[src/rtl/uart_frame_parser.sv]
`default_nettype none
// +--------------------------------------------------------------------------+
// | Module   : uart_frame_parser                                             |
// | Purpose  : Receive-side parser for the 9-byte detection report.          |
// |            Reassembles the bounding box (x_min, x_max, y_min, y_max)     |
// |            and the traffic status byte from a UART RX byte stream,       |
// |            validates the frame and commits it to registered outputs.     |
// |            The frame has no header, so an inter-byte idle timeout is     |
// |            the only resynchronisation mechanism.                         |
// | Optional : define BBOX_CHECK_EN to also reject frames whose box is       |
// |            inverted (x_min > x_max or y_min > y_max, unsigned).          |
// | Ports    :                                                               |
// |   clk             in   1  system clock, rising edge                      |
// |   reset           in   1  synchronous active-high reset                  |
// |   rx_valid        in   1  strobe: rx_data holds a new byte               |
// |   rx_data         in   8  received byte                                  |
// |   x_min/x_max     out 16  committed horizontal box edges                 |
// |   y_min/y_max     out 16  committed vertical box edges                   |
// |   traffic_light   out  1  0 green, 1 red                                 |
// |   human_violation out  2  0 none, 1 caution, 2 violation                 |
// |   car_violation   out  1  0 none, 1 violation                            |
// |   traffic_amount  out  2  0 low, 1 medium, 2 high                        |
// |   frame_valid     out  1  strobe: fields just updated from a good frame  |
// |   frame_err       out  1  strobe: frame discarded (timeout or check)     |
// |   busy            out  1  a partial frame is held                        |
// |   good_count      out 16  accepted frames, wrapping                      |
// |   err_count       out  8  discarded frames, saturating                   |
// | Revision : 1.0  initial release                                          |
// +--------------------------------------------------------------------------+
module uart_frame_parser #(
  parameter int TIMEOUT_CYCLES = 200000
) (
  input  logic        clk,
  input  logic        reset,
  input  logic        rx_valid,
  input  logic [7:0]  rx_data,
  output logic [15:0] x_min,
  output logic [15:0] x_max,
  output logic [15:0] y_min,
  output logic [15:0] y_max,
  output logic        traffic_light,
  output logic [1:0]  human_violation,
  output logic        car_violation,
  output logic [1:0]  traffic_amount,
  output logic        frame_valid,
  output logic        frame_err,
  output logic        busy,
  output logic [15:0] good_count,
  output logic [7:0]  err_count
);

  localparam int              TMO_W    = $clog2(TIMEOUT_CYCLES + 1);
  localparam logic [TMO_W-1:0] TMO_LAST = TMO_W'(TIMEOUT_CYCLES - 1);
  localparam int              NBYTES   = 9;
  localparam logic [3:0]      IDX_LAST = 4'd8;

  localparam logic [1:0] ST_IDLE    = 2'd0;
  localparam logic [1:0] ST_COLLECT = 2'd1;
  localparam logic [1:0] ST_CHECK   = 2'd2;

  // State and datapath registers
  logic [1:0]       state_q, state_d;
  logic [3:0]       idx_q, idx_d;
  logic [TMO_W-1:0] tmo_q, tmo_d;
  logic [7:0]       shadow_q [NBYTES];
  logic [7:0]       shadow_d [NBYTES];

  logic [15:0] x_min_q, x_min_d;
  logic [15:0] x_max_q, x_max_d;
  logic [15:0] y_min_q, y_min_d;
  logic [15:0] y_max_q, y_max_d;
  logic        tl_q, tl_d;
  logic [1:0]  hv_q, hv_d;
  logic        cv_q, cv_d;
  logic [1:0]  ta_q, ta_d;
  logic        fv_q, fv_d;
  logic        fe_q, fe_d;
  logic        busy_q, busy_d;
  logic [15:0] good_cnt_q, good_cnt_d;
  logic [7:0]  err_cnt_q, err_cnt_d;

  // Assembled view of the shadow frame (byte 0 is the MSB of x_min)
  logic [15:0] w_sx_min, w_sx_max, w_sy_min, w_sy_max;
  logic [7:0]  w_status;
  logic        w_status_ok;
  logic        w_geom_ok;
  logic        w_frame_ok;
  logic [7:0]  w_err_cnt_inc;

  assign w_sx_min = {shadow_q[0], shadow_q[1]};
  assign w_sx_max = {shadow_q[2], shadow_q[3]};
  assign w_sy_min = {shadow_q[4], shadow_q[5]};
  assign w_sy_max = {shadow_q[6], shadow_q[7]};
  assign w_status = shadow_q[8];

  // Reserved bits must be clear and the two 2-bit enums must not use code 3
  assign w_status_ok = (w_status[1:0] == 2'b00) &&
                       (w_status[6:5] != 2'b11) &&
                       (w_status[3:2] != 2'b11);

`ifdef BBOX_CHECK_EN
  assign w_geom_ok = (w_sx_min <= w_sx_max) && (w_sy_min <= w_sy_max);
`else
  assign w_geom_ok = 1'b1;
`endif

  assign w_frame_ok = w_status_ok && w_geom_ok;

  // err_count sticks at 0xFF instead of wrapping
  assign w_err_cnt_inc = (err_cnt_q == 8'hFF) ? err_cnt_q : (err_cnt_q + 8'd1);

  always_comb begin
    state_d    = state_q;
    idx_d      = idx_q;
    tmo_d      = tmo_q;
    for (int i = 0; i < NBYTES; i++) begin
      shadow_d[i] = shadow_q[i];
    end
    x_min_d    = x_min_q;
    x_max_d    = x_max_q;
    y_min_d    = y_min_q;
    y_max_d    = y_max_q;
    tl_d       = tl_q;
    hv_d       = hv_q;
    cv_d       = cv_q;
    ta_d       = ta_q;
    fv_d       = 1'b0;
    fe_d       = 1'b0;
    good_cnt_d = good_cnt_q;
    err_cnt_d  = err_cnt_q;

    case (state_q)
      ST_IDLE: begin
        tmo_d = '0;
        if (rx_valid) begin
          shadow_d[0] = rx_data;
          idx_d       = 4'd1;
          state_d     = ST_COLLECT;
        end
      end

      ST_COLLECT: begin
        if (rx_valid) begin
          // A byte arriving on the terminal count still wins over the timeout
          for (int i = 0; i < NBYTES; i++) begin
            if (idx_q == 4'(i)) begin
              shadow_d[i] = rx_data;
            end
          end
          tmo_d = '0;
          if (idx_q == IDX_LAST) begin
            idx_d   = 4'd0;
            state_d = ST_CHECK;
          end else begin
            idx_d = idx_q + 4'd1;
          end
        end else if (tmo_q == TMO_LAST) begin
          fe_d      = 1'b1;
          err_cnt_d = w_err_cnt_inc;
          idx_d     = 4'd0;
          tmo_d     = '0;
          state_d   = ST_IDLE;
        end else begin
          tmo_d = tmo_q + TMO_W'(1);
        end
      end

      ST_CHECK: begin
        tmo_d = '0;
        if (w_frame_ok) begin
          x_min_d    = w_sx_min;
          x_max_d    = w_sx_max;
          y_min_d    = w_sy_min;
          y_max_d    = w_sy_max;
          tl_d       = w_status[7];
          hv_d       = w_status[6:5];
          cv_d       = w_status[4];
          ta_d       = w_status[3:2];
          fv_d       = 1'b1;
          good_cnt_d = good_cnt_q + 16'd1;
        end else begin
          fe_d      = 1'b1;
          err_cnt_d = w_err_cnt_inc;
        end
        // The commit above reads the old shadow, so byte 0 of the next
        // frame can be captured on this same edge without loss.
        if (rx_valid) begin
          shadow_d[0] = rx_data;
          idx_d       = 4'd1;
          state_d     = ST_COLLECT;
        end else begin
          idx_d   = 4'd0;
          state_d = ST_IDLE;
        end
      end

      default: begin
        idx_d   = 4'd0;
        tmo_d   = '0;
        state_d = ST_IDLE;
      end
    endcase

    busy_d = (state_d != ST_IDLE);
  end

  always_ff @(posedge clk) begin
    if (reset) begin
      state_q    <= ST_IDLE;
      idx_q      <= 4'd0;
      tmo_q      <= '0;
      for (int i = 0; i < NBYTES; i++) begin
        shadow_q[i] <= 8'h00;
      end
      x_min_q    <= 16'h0000;
      x_max_q    <= 16'h0000;
      y_min_q    <= 16'h0000;
      y_max_q    <= 16'h0000;
      tl_q       <= 1'b0;
      hv_q       <= 2'b00;
      cv_q       <= 1'b0;
      ta_q       <= 2'b00;
      fv_q       <= 1'b0;
      fe_q       <= 1'b0;
      busy_q     <= 1'b0;
      good_cnt_q <= 16'h0000;
      err_cnt_q  <= 8'h00;
    end else begin
      state_q    <= state_d;
      idx_q      <= idx_d;
      tmo_q      <= tmo_d;
      for (int i = 0; i < NBYTES; i++) begin
        shadow_q[i] <= shadow_d[i];
      end
      x_min_q    <= x_min_d;
      x_max_q    <= x_max_d;
      y_min_q    <= y_min_d;
      y_max_q    <= y_max_d;
      tl_q       <= tl_d;
      hv_q       <= hv_d;
      cv_q       <= cv_d;
      ta_q       <= ta_d;
      fv_q       <= fv_d;
      fe_q       <= fe_d;
      busy_q     <= busy_d;
      good_cnt_q <= good_cnt_d;
      err_cnt_q  <= err_cnt_d;
    end
  end

  assign x_min           = x_min_q;
  assign x_max           = x_max_q;
  assign y_min           = y_min_q;
  assign y_max           = y_max_q;
  assign traffic_light   = tl_q;
  assign human_violation = hv_q;
  assign car_violation   = cv_q;
  assign traffic_amount  = ta_q;
  assign frame_valid     = fv_q;
  assign frame_err       = fe_q;
  assign busy            = busy_q;
  assign good_count      = good_cnt_q;
  assign err_count       = err_cnt_q;

endmodule
`default_nettype wire
[config.mk]
export PLATFORM = sky130hd
export DESIGN_NAME = uart_frame_parser
export DESIGN_NICKNAME = d
export VERILOG_FILES = /design/src/rtl/uart_frame_parser.sv
export SDC_FILE = /design/constraint.sdc
export NUM_CORES = 1
export LEC_CHECK = 0
export CELL_PAD_IN_SITES_DETAIL_PLACEMENT = 0
export CELL_PAD_IN_SITES_GLOBAL_PLACEMENT = 1
export CORE_ASPECT_RATIO = 0.7
export CORE_MARGIN = 5
export CORE_UTILIZATION = 43
export DETAILED_ROUTE_END_ITERATION = 10
export GPL_TIMING_DRIVEN = 0
export PLACE_DENSITY_LB_ADDON = 0.1
export SLEW_MARGIN = 5
export SYNTH_ARGS = -nofsm -noshare
export SYNTH_HDL_FRONTEND = slang
export SYNTH_SLANG_ARGS = --single-unit
[constraint.sdc]
create_clock -name clk -period 4.3 [get_ports clk]
set_input_delay 1.29 -clock clk [delete_from_list [all_inputs] [get_ports clk]]
set_output_delay 1.29 -clock clk [all_outputs]
set_load 0.01 [all_outputs]
Yosys cells after proc, flatten, opt, wreduce, memory -nomap -nowiden
Memories as Yosys holds them, arrays and structs flattened.
Cells that the tools add are included.
{ "totals": {"elab_cells": 111, "register_bits": 121, "mem_count": 1, "ramBits": 72, "in_bits": 11, "out_inout_bits": 97} }
{ "mem_list": {"columns": ["name", "words", "word_bits", "rd", "rd_clocked_by_memory_dff", "wr", "line", "rtl"], "rows": [
  ["shadow_q", 9, 8, 9, 0, 9, "65", "logic [7:0] shadow_q [NBYTES];"]
]} }
{ "classes": {"n_eq_ne": 19, "bitwise_logic": 11, "n_addsub": 4, "mux": 47, "reduce_logical": 13} }
{ "op_table": {"columns": ["operator", "n"], "rows": [
  ["$mux W8", 23],
  ["$mux W72", 1],
  ["$mux W64", 1],
  ["$pmux W8 S2", 2],
  ["$add A18 B1 Y18 const B", 1],
  ["$eq A18 B18 Y1 const B", 1],
  ["$add A16 B1 Y16 const B", 1],
  ["$eq A4 B3 Y1 const B", 4],
  ["$mux W4", 4],
  ["$ne A2 B2 Y1 const B", 6],
  ["$pmux W4 S3", 1],
  ["$mux W1", 9],
  ["$or A1 B1 Y1", 9],
  ["$add A8 B1 Y8 const B", 1],
  ["$eq A4 B2 Y1 const B", 2],
  ["$eq A8 B8 Y1 const B", 1],
  ["$mux W2", 4],
  ["$pmux W2 S3", 1],
  ["$add A4 B1 Y4 const B", 1],
  ["$eq A4 B1 Y1 const B", 1],
  ["$eq A4 B4 Y1 const B", 1],
  ["$logic_not A2 Y1", 2],
  ["$logic_not A4 Y1", 1],
  ["$reduce_and A2 Y1", 2],
  ["other kinds (10)", 14]
]} }

Depth between registers and ports, before layout
An unclocked memory read counts as a cell.
{ "logic_depth": {"depth_word": 6, "ltp_mapped": 9, "depth_no_buf": 7} }

Worst setup path after synthesis
OpenSTA, ideal clock, no wires.
{ "synth_path": {"path_kind": "input port to flip-flop", "start": "in rx_valid", "end": "mem shadow_q[4][0], in the netlist shadow_q[0][32]", "path_slack_ns": 1.586, "required_ns": 4.230, "path_buffers": 2, "t_arrival_ns": 2.643, "cell_stages": 6, "cell_sequence": "clkbuf_8 > nand2_1 > nor3b_1 > clkbuf_1 > nand3_1 > a21oi_1"} }
{ "synth_rtl": {"columns": ["item", "line", "rtl"], "rows": [
  ["start, declared", "35", "input logic rx_valid,"],
  ["end, declared", "65", null]
]} }

==> results by group <==
Setup path
  – Worst endpoint data arrival time: about 3.2 ns
  – Crit-path cells: clkbuf_8, nand2_1, nor3b_1, nand2_1, nand2_1, a21oi_1
  – CP max FO: 10
  – Most frequent CP cell: nand2_1
  – CP max-delay cell: nor3b_1
  – Slowest cell delay on critical path: between 0.9 and 1 ns
  – CP required: ~4.6 ns
  – Worst Path Buf+Inv: 1
  – Worst setup SP type: primary input
  – Crit path max-delay family: simple AND/OR/NAND/NOR gates
  – Worst setup path category: in -> reg
  – Crit path capture type: register

STA
  – Setup TNS Final: 0 ns
  – Max-slew violations: 0
  – Worst slew margin: 0.252
  – Worst-margin pin slew: between 1 and 1.5 ns
  – Final setup violation count: 0
  – Achievable Freq: 349 MHz
  – Clock period minus worst slack: ~2.9 ns
  – Final Skew: about 0.0089 ns
  – RSZ-0062 raised after global routing: false
  – Fin. Hold Viols: 0
  – Fin crit share: 0.666

Die
  – Area of the core: 17,200 sq um
  – Total die area: approximately 20,000 sq um
  – Die height: roughly 120 um
  – Row count: 40
  – Ports: approximately 110
  – Initial Utilization: 0.438
  – Chip width: roughly 170 um

Logic synthesis
  – Synth cell count leaders: nand2_1 (236), dfxtp_1 (193), a21oi_1 (149)
  – Cells after synthesis: 922
  – Post-synth net total: between 900 and 1,000
  – Yosys Warn Count: 0
  – Mapped Area: 7550 sq um
  – Post-synth EDFFs: 0
  – Yosys reg bits: just under 200
  – Synth unique cells: 48
  – Register area share after synthesis: 0.512
  – Mean area per synthesized cell: about 8.2 sq um
  – Most frequent cell after synthesis: nand2_1
  – Post-synth ARST share: 0
  – Post-synth top area share: 0.512
  – Post-synth top area cell: dfxtp_1
  – Top cells by area, synth: dfxtp_1 (51%), nand2_1 (12%), a21oi_1 (9.9%)
  – Post-synth top flop: dfxtp_1

Layout
  – ANT cells: 0
  – Synthesis-to-layout area growth: 25.1%
  – Post-Route Utilization: 0.548
  – Fraction of layout cells with a size suffix above 1: 0.0447
  – Final net count: 1,060

GRT
  – First-pass GRT wire length: between 30,000 and 40,000 um
  – Grt ovf: 0
  – Largest net degree at the start of global routing: 19
  – Initial antenna violation count: 0
  – Vias in the first global route: 6,007
  – Total Routing Usage GR: 0.200

Clocking
  – Root Driver: clkbuf_16
  – Clk slew on worst S/H paths: 0.07 ns
  – Post-CTS Setup Inserts: 0
  – Hold-fix buffer count after cts: 0
  – CTS sink cnt: 193
  – H-tree levels: 4
  – CTS resizes: 0
  – CTS tree: yes
  – Maximum buffer depth of the clock tree: 2
  – Skew-Pair Late Insertion Delay: 0.44 ns
  – Clock buffer count from CTS: 17

Routing
  – Vias per inst: between 5 and 6
  – WL per Instance: 15.7 um
  – DRT Wirelength: roughly 20,000 um
  – Vias: ~6,600
  – Number of iterations in the first detailed-routing pass: 5
  – DRT antenna net count: 0
  – Post-route DRC: 0
  – Iter 0 DRT Violations: just over 400

Pwr
  – Worst IR drop on VDD: ~0.00023 V
  – Sequential power share: 0.493
  – Power density cells: approximately 390 nW/um^2
  – Pleak: between 3 and 4 nW
  – Total power: 0.00367 W
  – Comb pwr share: 0.044
  – Switch share: 0.238
  – P_int: about 0.0028 W
  – NetSw: between 0.0008 and 0.0009 W
  – Clock Power Share: 0.464

Placed design
  – IO Port Bufs: 97
  – GP Congestion: about 0.79
  – Hpwl dp: ~14,000 um

Hold path
  – Min-delay worst type: reg -> reg

Outcome
  – Status: finished clean

Job
  – Max Cap Violations: 0
==> routing by layer <==
metal  global-route usage  part of all wire  vias to the layer above
met5                    0                 0                        -
met4               0.0482            0.0083                        0
met3               0.0472             0.059                       14
met2                0.294              0.42                      154
met1                0.295              0.51                     3068
li1                     -                 -                     3347
==> through the flow <==
stage                     worst slack (ns)  cells  hold slack (ns)  area [sq um]
after global placement                1.02   1250            0.440          8810
after global routing                  1.17   1282            0.472          9440
after CTS                             1.47   1282            0.456          9440
after floorplan                       1.59    922            0.431          7550
after detailed placement              1.02   1250            0.446          8810
final                                 1.44   1282            0.453          9440
==> path summary, 6_finish.rpt <==
check | start | to | slack (ns) | cells after the start
worst max register to register | state_q[1] | shadow_q[0][42] | 1.49 | 8
worst min register to register | shadow_q[0][54] | y_max[14] | 0.45 | 2
worst max-delay path | rx_valid | shadow_q[0][42] | 1.44 | 6
worst min-delay path | shadow_q[0][54] | y_max[14] | 0.45 | 2
==> worst min-delay path, stage by stage (launching register included) <==
cell and delay (ns):
dfxtp_1 0.31, nand2_1 0.05, a21oi_1 0.05
==> registers in the layout, summed over array words and instances, names as in the netlist <==
register,count
good_count,16
frame_err,1
shadow_q,72
tmo_q,18
y_min,16
x_min,16
traffic_amount,2
human_violation,2
car_violation,1
idx_q,4
busy,1
x_max,16
state_q,2
traffic_light,1
err_count,8
frame_valid,1
y_max,16
==> final cells by class <==
class	count	area (sq um)
Inverter	11	41.3
Fill cell	1716	7780
Buffer	65	317
Clock inverter	14	193
Timing Repair Buffer	97	971
Tap cell	231	289
Multi-Input combinational cell	653	3330
Clock buffer	18	439
Sequential cell	193	3860
==> cells by family (layout without fill, tap and decap cells) <==
logic type / count (synthesis) / in the layout / share of synthesized area
flip-flops: 193 / 193 / 0.512
AND/OR/NAND/NOR: 430 / 430 / 0.252
AO/OA/AOI/OAI: 173 / 173 / 0.124
adder cells (fa/ha/maj): 11 / 11 / 0.0182
XOR/XNOR: 29 / 29 / 0.0336
multiplexers: 10 / 10 / 0.0136
buffers and inverters: 76 / 205 / 0.0474
==> power by group through the flow <==
stage	Sequential, W	Clock (W)	Combinational (W)
after floorplan	0.00185	0	0.000106
after global placement	0.00185	0	0.000158
after detailed placement	0.00185	0	0.000158
after CTS	0.00181	0.00173	0.000158
after global routing	0.00181	0.00181	0.000175
final	0.00181	0.00170	0.000160
==> placed cells by master, fill, tap and decap left out, types with 4 or more instances in the layout <==
master / count
dfxtp_1: 193
clkbuf_1: 55
mux2i_1: 8
nand3_1: 87
clkdlybuf4s50_1: 97
nand2_1: 236
nor4_1: 7
xnor2_1: 14
inv_1: 11
nor3_1: 11
xor2_1: 15
a21oi_1: 149
o31ai_1: 4
inv_6: 4
ha_1: 11
clkbuf_16: 17
nor2_1: 55
o21ai_0: 6
or3_1: 5
or4_1: 4
nand4_1: 6
Power figures use the tool's default switching activity.
